$ cat src/rtl/lcd_pkg.sv
// Constants and types shared between the LCD text sequencer and the LCD controller.
package lcd_pkg;

   localparam logic [7:0] LINE0_BASE     = 8'h00;
   localparam logic [7:0] LINE1_BASE     = 8'h40;
   localparam logic [7:0] DDRAM_SET_ADDR = 8'h80;
   localparam logic [7:0] CHAR_SPACE     = 8'h20;

   typedef enum logic [2:0] {
      StIdle,
      StLoadAddr,
      StLoadChar,
      StWaitLock,
      StWaitRelease,
      StAdvance
   } seq_state_e;

   function automatic logic [7:0] ddram_addr_cmd(input logic line);
      return DDRAM_SET_ADDR | (line ? LINE1_BASE : LINE0_BASE);
   endfunction

endpackage

$ cat src/rtl/lcd_text_sequencer_if.sv
// Item bus between the text sequencer (master) and the LCD controller (slave).
interface lcd_text_sequencer_if;

   logic       bus_lock;
   logic       addr_or_data;
   logic [7:0] data_out;

   modport master (
      input  bus_lock,
      output addr_or_data,
      output data_out
   );

   modport slave (
      output bus_lock,
      input  addr_or_data,
      input  data_out
   );

endinterface

$ cat src/rtl/lcd_text_buffer.sv
// 32x8 frame buffer: one write port, registered read with enable, sweeps itself to spaces after reset.
module lcd_text_buffer
   import lcd_pkg::*;
#(
   parameter int unsigned DEPTH = 32
) (
   input  logic       clk,
   input  logic       reset,
   input  logic       i_we,
   input  logic [4:0] i_waddr,
   input  logic [7:0] i_wdata,
   input  logic       i_re,
   input  logic [4:0] i_raddr,
   output logic [7:0] o_rdata,
   output logic       o_init_busy
);

   logic [7:0] r_mem [32];
   logic [7:0] r_rdata;
   logic [4:0] r_init_cnt;
   logic       r_init_active;
   logic       w_we;
   logic [4:0] w_waddr;
   logic [7:0] w_wdata;

   always_ff @(posedge clk or posedge reset) begin
      if (reset) begin
         r_init_cnt    <= '0;
         r_init_active <= 1'b1;
      end else if (r_init_active) begin
         r_init_cnt <= r_init_cnt + 5'd1;
         if (r_init_cnt == 5'(DEPTH - 1)) begin
            r_init_active <= 1'b0;
         end
      end
   end

   // The sweep owns the write port; host writes during it are dropped.
   assign w_we    = r_init_active | (i_we & (32'(i_waddr) < DEPTH));
   assign w_waddr = r_init_active ? r_init_cnt : i_waddr;
   assign w_wdata = r_init_active ? CHAR_SPACE : i_wdata;

   // Read and write in one block so a same-index collision returns the old byte.
   always_ff @(posedge clk) begin
      if (w_we) begin
         r_mem[w_waddr] <= w_wdata;
      end
      if (i_re) begin
         r_rdata <= r_mem[i_raddr];
      end
   end

   assign o_rdata     = r_rdata;
   assign o_init_busy = r_init_active & ~reset;

endmodule

$ cat src/rtl/lcd_text_sequencer.sv
// Streams a 2x16 text frame to the LCD controller as address/data items paced by bus_lock.
module lcd_text_sequencer
   import lcd_pkg::*;
#(
   parameter int unsigned LINE_LEN       = 16,
   parameter int unsigned NUM_LINES      = 2,
   parameter int unsigned TIMEOUT_CYCLES = 2000000
) (
   input  logic                 clk,
   input  logic                 reset,
   input  logic                 i_char_we,
   input  logic [4:0]           i_char_addr,
   input  logic [7:0]           i_char_data,
   input  logic                 i_refresh_req,
   lcd_text_sequencer_if.master ctrl,
   output logic                 o_busy,
   output logic                 o_frame_done,
   output logic                 o_error_flag
);

   localparam int unsigned      COL_W     = $clog2(LINE_LEN);
   localparam int unsigned      CNT_W     = $clog2(TIMEOUT_CYCLES + 1);
   localparam logic [COL_W-1:0] LAST_COL  = COL_W'(LINE_LEN - 1);
   localparam logic [CNT_W-1:0] LAST_WAIT = CNT_W'(TIMEOUT_CYCLES - 1);

   seq_state_e       r_state, w_state;
   logic             r_line, w_line;
   logic [COL_W-1:0] r_col, w_col;
   logic [CNT_W-1:0] r_wait_cnt, w_wait_cnt;
   logic             r_pending, w_pending;
   logic             r_busy, w_busy;
   logic             r_frame_done, w_frame_done;
   logic             r_error, w_error;
   logic             r_addr_or_data, w_addr_or_data;
   logic [7:0]       r_addr_byte, w_addr_byte;
   logic             w_timeout;
   logic             w_re;
   logic [4:0]       w_raddr;
   logic [7:0]       w_rdata;
   logic             w_init_busy;

   lcd_text_buffer #(
      .DEPTH (NUM_LINES * LINE_LEN)
   ) u_buffer (
      .clk         (clk),
      .reset       (reset),
      .i_we        (i_char_we),
      .i_waddr     (i_char_addr),
      .i_wdata     (i_char_data),
      .i_re        (w_re),
      .i_raddr     (w_raddr),
      .o_rdata     (w_rdata),
      .o_init_busy (w_init_busy)
   );

   // Read is issued on the way out of ADVANCE, so it targets the next counter values.
   assign w_raddr = 5'(32'(w_line) * LINE_LEN + 32'(w_col));

   always_ff @(posedge clk or posedge reset) begin
      if (reset) begin
         r_state        <= StIdle;
         r_line         <= 1'b0;
         r_col          <= '0;
         r_wait_cnt     <= '0;
         r_pending      <= 1'b0;
         r_busy         <= 1'b0;
         r_frame_done   <= 1'b0;
         r_error        <= 1'b0;
         r_addr_or_data <= 1'b0;
         r_addr_byte    <= 8'h00;
      end else begin
         r_state        <= w_state;
         r_line         <= w_line;
         r_col          <= w_col;
         r_wait_cnt     <= w_wait_cnt;
         r_pending      <= w_pending;
         r_busy         <= w_busy;
         r_frame_done   <= w_frame_done;
         r_error        <= w_error;
         r_addr_or_data <= w_addr_or_data;
         r_addr_byte    <= w_addr_byte;
      end
   end

   always_comb begin
      w_state        = r_state;
      w_line         = r_line;
      w_col          = r_col;
      w_wait_cnt     = r_wait_cnt;
      w_pending      = r_pending | i_refresh_req;
      w_busy         = r_busy;
      w_frame_done   = 1'b0;
      w_error        = r_error;
      w_addr_or_data = r_addr_or_data;
      w_addr_byte    = r_addr_byte;
      w_timeout      = 1'b0;
      w_re           = 1'b0;

      unique case (r_state)
         StIdle: begin
            if (!w_init_busy && (i_refresh_req || r_pending)) begin
               w_state        = StLoadAddr;
               w_busy         = 1'b1;
               w_pending      = 1'b0;
               w_addr_or_data = 1'b0;
               w_addr_byte    = ddram_addr_cmd(1'b0);
            end
         end
         StLoadAddr, StLoadChar: begin
            w_state    = StWaitLock;
            w_wait_cnt = '0;
         end
         StWaitLock: begin
            if (ctrl.bus_lock) begin
               w_state    = StWaitRelease;
               w_wait_cnt = '0;
            end else if (r_wait_cnt == LAST_WAIT) begin
               w_timeout = 1'b1;
            end else begin
               w_wait_cnt = r_wait_cnt + 1'b1;
            end
         end
         StWaitRelease: begin
            if (!ctrl.bus_lock) begin
               w_state = StAdvance;
            end else if (r_wait_cnt == LAST_WAIT) begin
               w_timeout = 1'b1;
            end else begin
               w_wait_cnt = r_wait_cnt + 1'b1;
            end
         end
         StAdvance: begin
            if (!r_addr_or_data) begin
               w_state        = StLoadChar;
               w_col          = '0;
               w_re           = 1'b1;
               w_addr_or_data = 1'b1;
            end else if (r_col != LAST_COL) begin
               w_state = StLoadChar;
               w_col   = r_col + 1'b1;
               w_re    = 1'b1;
            end else if (32'(r_line) + 32'd1 < NUM_LINES) begin
               w_state        = StLoadAddr;
               w_line         = r_line + 1'b1;
               w_col          = '0;
               w_addr_or_data = 1'b0;
               w_addr_byte    = ddram_addr_cmd(w_line);
            end else begin
               w_state      = StIdle;
               w_busy       = 1'b0;
               w_frame_done = 1'b1;
               w_line       = 1'b0;
               w_col        = '0;
            end
         end
         default: w_state = StIdle;
      endcase

      if (w_timeout) begin
         w_state    = StIdle;
         w_error    = 1'b1;
         w_busy     = 1'b0;
         w_line     = 1'b0;
         w_col      = '0;
         w_wait_cnt = '0;
      end
   end

   assign ctrl.addr_or_data = r_addr_or_data;
   assign ctrl.data_out     = r_addr_or_data ? w_rdata : r_addr_byte;
   assign o_busy            = r_busy | w_init_busy;
   assign o_frame_done      = r_frame_done;
   assign o_error_flag      = r_error;

endmodule

$ cat src/flat_wrapper.sv
// flat-port wrapper written by rule: the top's interface ports become plain ports
module lcd_text_sequencer_flat import lcd_pkg::*;
#(
   parameter int unsigned LINE_LEN       = 16,
   parameter int unsigned NUM_LINES      = 2,
   parameter int unsigned TIMEOUT_CYCLES = 2000000
)
  (clk, reset, i_char_we, i_char_addr, i_char_data, i_refresh_req, o_busy, o_frame_done, o_error_flag, ctrl_bus_lock, ctrl_addr_or_data, ctrl_data_out);
  lcd_text_sequencer_if ctrl_i ();
  input  logic clk;
  input  logic reset;
  input  logic i_char_we;
  input  logic [4:0] i_char_addr;
  input  logic [7:0] i_char_data;
  input  logic i_refresh_req;
  output logic o_busy;
  output logic o_frame_done;
  output logic o_error_flag;
  input wire logic [$bits(ctrl_i.bus_lock)-1:0] ctrl_bus_lock;
  output wire logic [$bits(ctrl_i.addr_or_data)-1:0] ctrl_addr_or_data;
  output wire logic [$bits(ctrl_i.data_out)-1:0] ctrl_data_out;
  assign ctrl_i.bus_lock = ctrl_bus_lock;
  assign ctrl_addr_or_data = ctrl_i.addr_or_data;
  assign ctrl_data_out = ctrl_i.data_out;
  lcd_text_sequencer #(.LINE_LEN(LINE_LEN), .NUM_LINES(NUM_LINES), .TIMEOUT_CYCLES(TIMEOUT_CYCLES)) u_core (.clk(clk), .reset(reset), .i_char_we(i_char_we), .i_char_addr(i_char_addr), .i_char_data(i_char_data), .i_refresh_req(i_refresh_req), .ctrl(ctrl_i), .o_busy(o_busy), .o_frame_done(o_frame_done), .o_error_flag(o_error_flag));
endmodule
$ cat config.mk
export PLATFORM = sky130hd
export DESIGN_NAME = lcd_text_sequencer_flat
export DESIGN_NICKNAME = d
export VERILOG_FILES = /design/src/rtl/lcd_pkg.sv /design/src/rtl/lcd_text_sequencer_if.sv /design/src/rtl/lcd_text_buffer.sv /design/src/rtl/lcd_text_sequencer.sv /design/src/flat_wrapper.sv
export SDC_FILE = /design/constraint.sdc
export NUM_CORES = 1
export LEC_CHECK = 0
export BUFFER_PORTS_ARGS = -buffer_cell sky130_fd_sc_hd__clkbuf_2
export CORE_UTILIZATION = 50
export CTS_CLUSTER_DIAMETER = 60
export CTS_CLUSTER_SIZE = 30
export DETAILED_ROUTE_END_ITERATION = 16
export PLACE_DENSITY = 0.7
export SETUP_SLACK_MARGIN = 0.15
export SLEW_MARGIN = 20
export SYNTH_ARGS = -nofsm -noshare
export SYNTH_HDL_FRONTEND = slang
export SYNTH_SLANG_ARGS = --single-unit
export TNS_END_PERCENT = 5
$ cat constraint.sdc
create_clock -name clk -period 3.4 [get_ports clk]
set_input_delay 0.17 -clock clk [delete_from_list [all_inputs] [get_ports clk]]
set_output_delay 0.17 -clock clk [all_outputs]
set_load 0.05 [all_outputs]
==> out/qor.yml <==
clock_tree:
  cts_max_path_buffers: 3
  path_clk_slew_ps: 90
  numCtsBuffers: 23
  clock_sinks: 306
  cts_tree: "built"
  cts_htree_levels: 1
  clk_latency_ps: 550
  cts_root_buffer: "clkbuf_16"
floorplan:
  ios: 30
  die_w_microns: 162.9
  fp.dieH_microns: 162.9
  rows: 58
  coreArea_sq_um: 25250
  start_util_pct: 51.22
  dieArea_sq_um: 26520
timing:
  period_minus_slack_ps: 3427
  tightest_slew_ps: 1133
  finalSetupTns_ps: -27.00
  fin_crit_sh_pct: 100.8
  skew_ps: 26.36
  fmax_mhz: 291.8
  fin_hold_ws_ps: 169.2
  fin_ws_ps: -27.00
  slew_headroom_pct: 24.45
  hold_viol_final: 0
  rsz0062_at_grt: "true"
  setup_viol: 1
  drv_slew: 0
power:
  total_power_mw: 10.88
  p_leak_nw: 5.533
  powerDensity_nw_per_um2: 719.3
  worst_ir_drop_vdd_v: 0.0005587
setup_path:
  r2r_slack_ps: -30
  path_common_cell: "o22ai_1"
  critPathCaptureType: "flop"
  crit_arrival_ps: 3710
  path_class: "reg -> reg"
  crit_slowest_cell: "or4_4"
  cp_slowest_stage_delay_ps: 610
  worstPathRequired_ps: 3680
  worstSetupStartpointType: "flop"
  crit_path_cell_trace: "or4_1 -> or4_4 -> o21ai_4 -> buf_4 -> bufbuf_16 -> mux2i_2 -> o22ai_1 -> a211oi_1 -> o22ai_1"
  crit_fanout: 20
placement:
  placed_cell_area_sq_um: 13870
  place_inst: 1398
  dp_hpwl_microns: 20990
  portBuffers: 29
  routabilityCongestion: 1.015
  dp_slack_ps: 43.81
logic_synthesis:
  ys_ff_latch: 306
  synth_ff_type: "edfxtp_1"
  synth_edf_count: 264
  synth_warnings: 0
  async_reset_ff_share_pct: 13.73
  ys_seq_area_share_pct: 69.42
  syn_inst: 1017
  syn_nets: 1041
  syn_avg_cell_area_sq_um: 12.72
  netlist_area_sq_um: 12940
  ys_types: 71
layout:
  utilization_pct: 59.88
  nNetsFinal: 1139
  drive_gt1_share_pct: 18.92
  most-common-layout-cells: "264 x edfxtp_1, 194 x nand2_1, 74 x buf_4"
  antenna_cells: 0
  fin_area_sq_um: 15120
  final_common_cell: "edfxtp_1"
  area_delta_synth_final_pct: 16.90
  final_cell_count_no_fill: 1461
route:
  firstDrtPassIters: 6
  wl_per_cell_microns: 22.91
  drc: 0
  routed_via_density: 6.021
  routed_wl_microns: 33470
  vias: 8797
  ant_nets: 0
  drt_iter0_drc: 1189
run_status:
  status: "complete, but fails checks"
  violations: "setup timing"
global_routing:
  antenna_found_initial: 0
  grt_first_pass_wirelength_microns: 49730
  grt_util_all_layers_pct: 25.30
  grt_max_degree: 43
  overflow: 0
  grt_pass1_vias: 8424
hold_path:
  hold_class: "in -> reg"
run:
  cap_viol_max_count: 0
-- final timing paths --
path,startpoint,end,depth (start not counted)
max,u_core.r_wait_cnt[11]$_DFFE_PP0P_,u_core.u_buffer.o_rdata[0]$_DFFE_PP_,9
min,i_char_data[6],u_core.u_buffer.r_mem[27][6]$_DFFE_PP_,2
max reg2reg,u_core.r_wait_cnt[11]$_DFFE_PP0P_,u_core.u_buffer.o_rdata[0]$_DFFE_PP_,9
min reg2reg,u_core.r_addr_byte[7]$_DFFE_PP0P_,u_core.r_addr_byte[7]$_DFFE_PP0P_,1
max in group asynchronous,reset,u_core.o_frame_done$_DFF_PP0_,4
min in group asynchronous,reset,u_core.r_line$_DFF_PP0_,4
-- cells in the mapped netlist, types with 6 or more instances --
library cell    n  share of area [%]
dfrtp_1        41                7.9
nand4_1         7               0.34
nand2_1       195                5.7
nor2b_1        14               0.68
ha_1            6               0.58
edfxtp_1      264                 61
a211oi_1       17               0.99
mux2i_1        39                3.0
a31oi_1        19               0.92
nor3_1          7               0.27
buf_2          13               0.50
clkbuf_1       25               0.73
nor2_1         74                2.1
a32oi_1         6               0.41
o211ai_1       14               0.81
nand3_1        53                2.1
inv_1          10               0.29
a21oi_1        34                1.3
and2_1         11               0.53
and3_1         19               0.92
o22ai_1        15               0.73
o21ai_0        35                1.4
-- area by class of cell --
cell class | count | area [sq um]
fillers | 1916 | 10130
flip-flops and latches | 306 | 8980
well taps | 330 | 412.9
clock inverters | 18 | 237.7
multi-input cells | 649 | 3830
repair buffers | 121 | 1018
inverters | 14 | 67.56
clock buffers | 23 | 575.6
-- where the power goes --
group,total (mW),internal (mW),switching (mW)
registers,4.30,4.21,0.0986
logic,3.64,1.36,2.28
clock network,2.94,1.48,1.46
-- kinds of logic after synthesis --
logic type,count (synthesis),share of synthesized area (%)
AOI/OAI and AO/OA,181,9.276
buffers and inverters,62,2.263
and+or+nand+nor,411,14.56
xor gates and xnor gates,8,0.5417
adders and majority gates,6,0.5803
muxes,43,3.366
DFF,306,69.42
-- sequential cells by signal, summed over array words and instances (netlist names) --
register / count
u_core.o_frame_done: 1
u_core.ctrl.addr_or_data: 1
u_core.r_state: 3
u_core.u_buffer.r_init_cnt: 5
u_core.r_busy: 1
u_core.r_col: 4
u_core.u_buffer.o_rdata: 8
u_core.u_buffer.r_mem: 256
u_core.u_buffer.r_init_active: 1
u_core.r_line: 1
u_core.r_addr_byte: 2
u_core.r_wait_cnt: 21
u_core.o_error_flag: 1
u_core.r_pending: 1
-- per-layer routing --
layer  part of all wire (%)  up-vias  track usage [%]  routed length, microns
met2                     47      356            40.60                   15850
met5                      0        -                0                       0
met4                    4.0        0            9.601                    1354
li1                       -     3980                -                       -
met1                     41     4379            34.78                   13680
met3                    7.7       82            4.023                    2582
-- what timing repair did --
| item | in CTS | in global routing |
|---|---|---|
| hold endpoints to repair | 43 | 0 |
| hold buffers | 3 | 0 |
| gates cloned | 1 | 4 |
| gates resized for setup | 7 | 32 |
| setup buffers | 5 | 9 |
| pin swaps | 8 | 17 |
| setup endpoints to repair | 5 | 9 |
-- worst max-delay path: cells and delay by family (launching register included) --
family                 cells  cell delay [ps]
AND/OR/NAND/NOR            2             1120
AO/OA/AOI/OAI              4              930
buffers and inverters      2              500
flip-flops                 1              380
multiplexers               1              250
No activity file was read; power rests on OpenSTA's default activity.
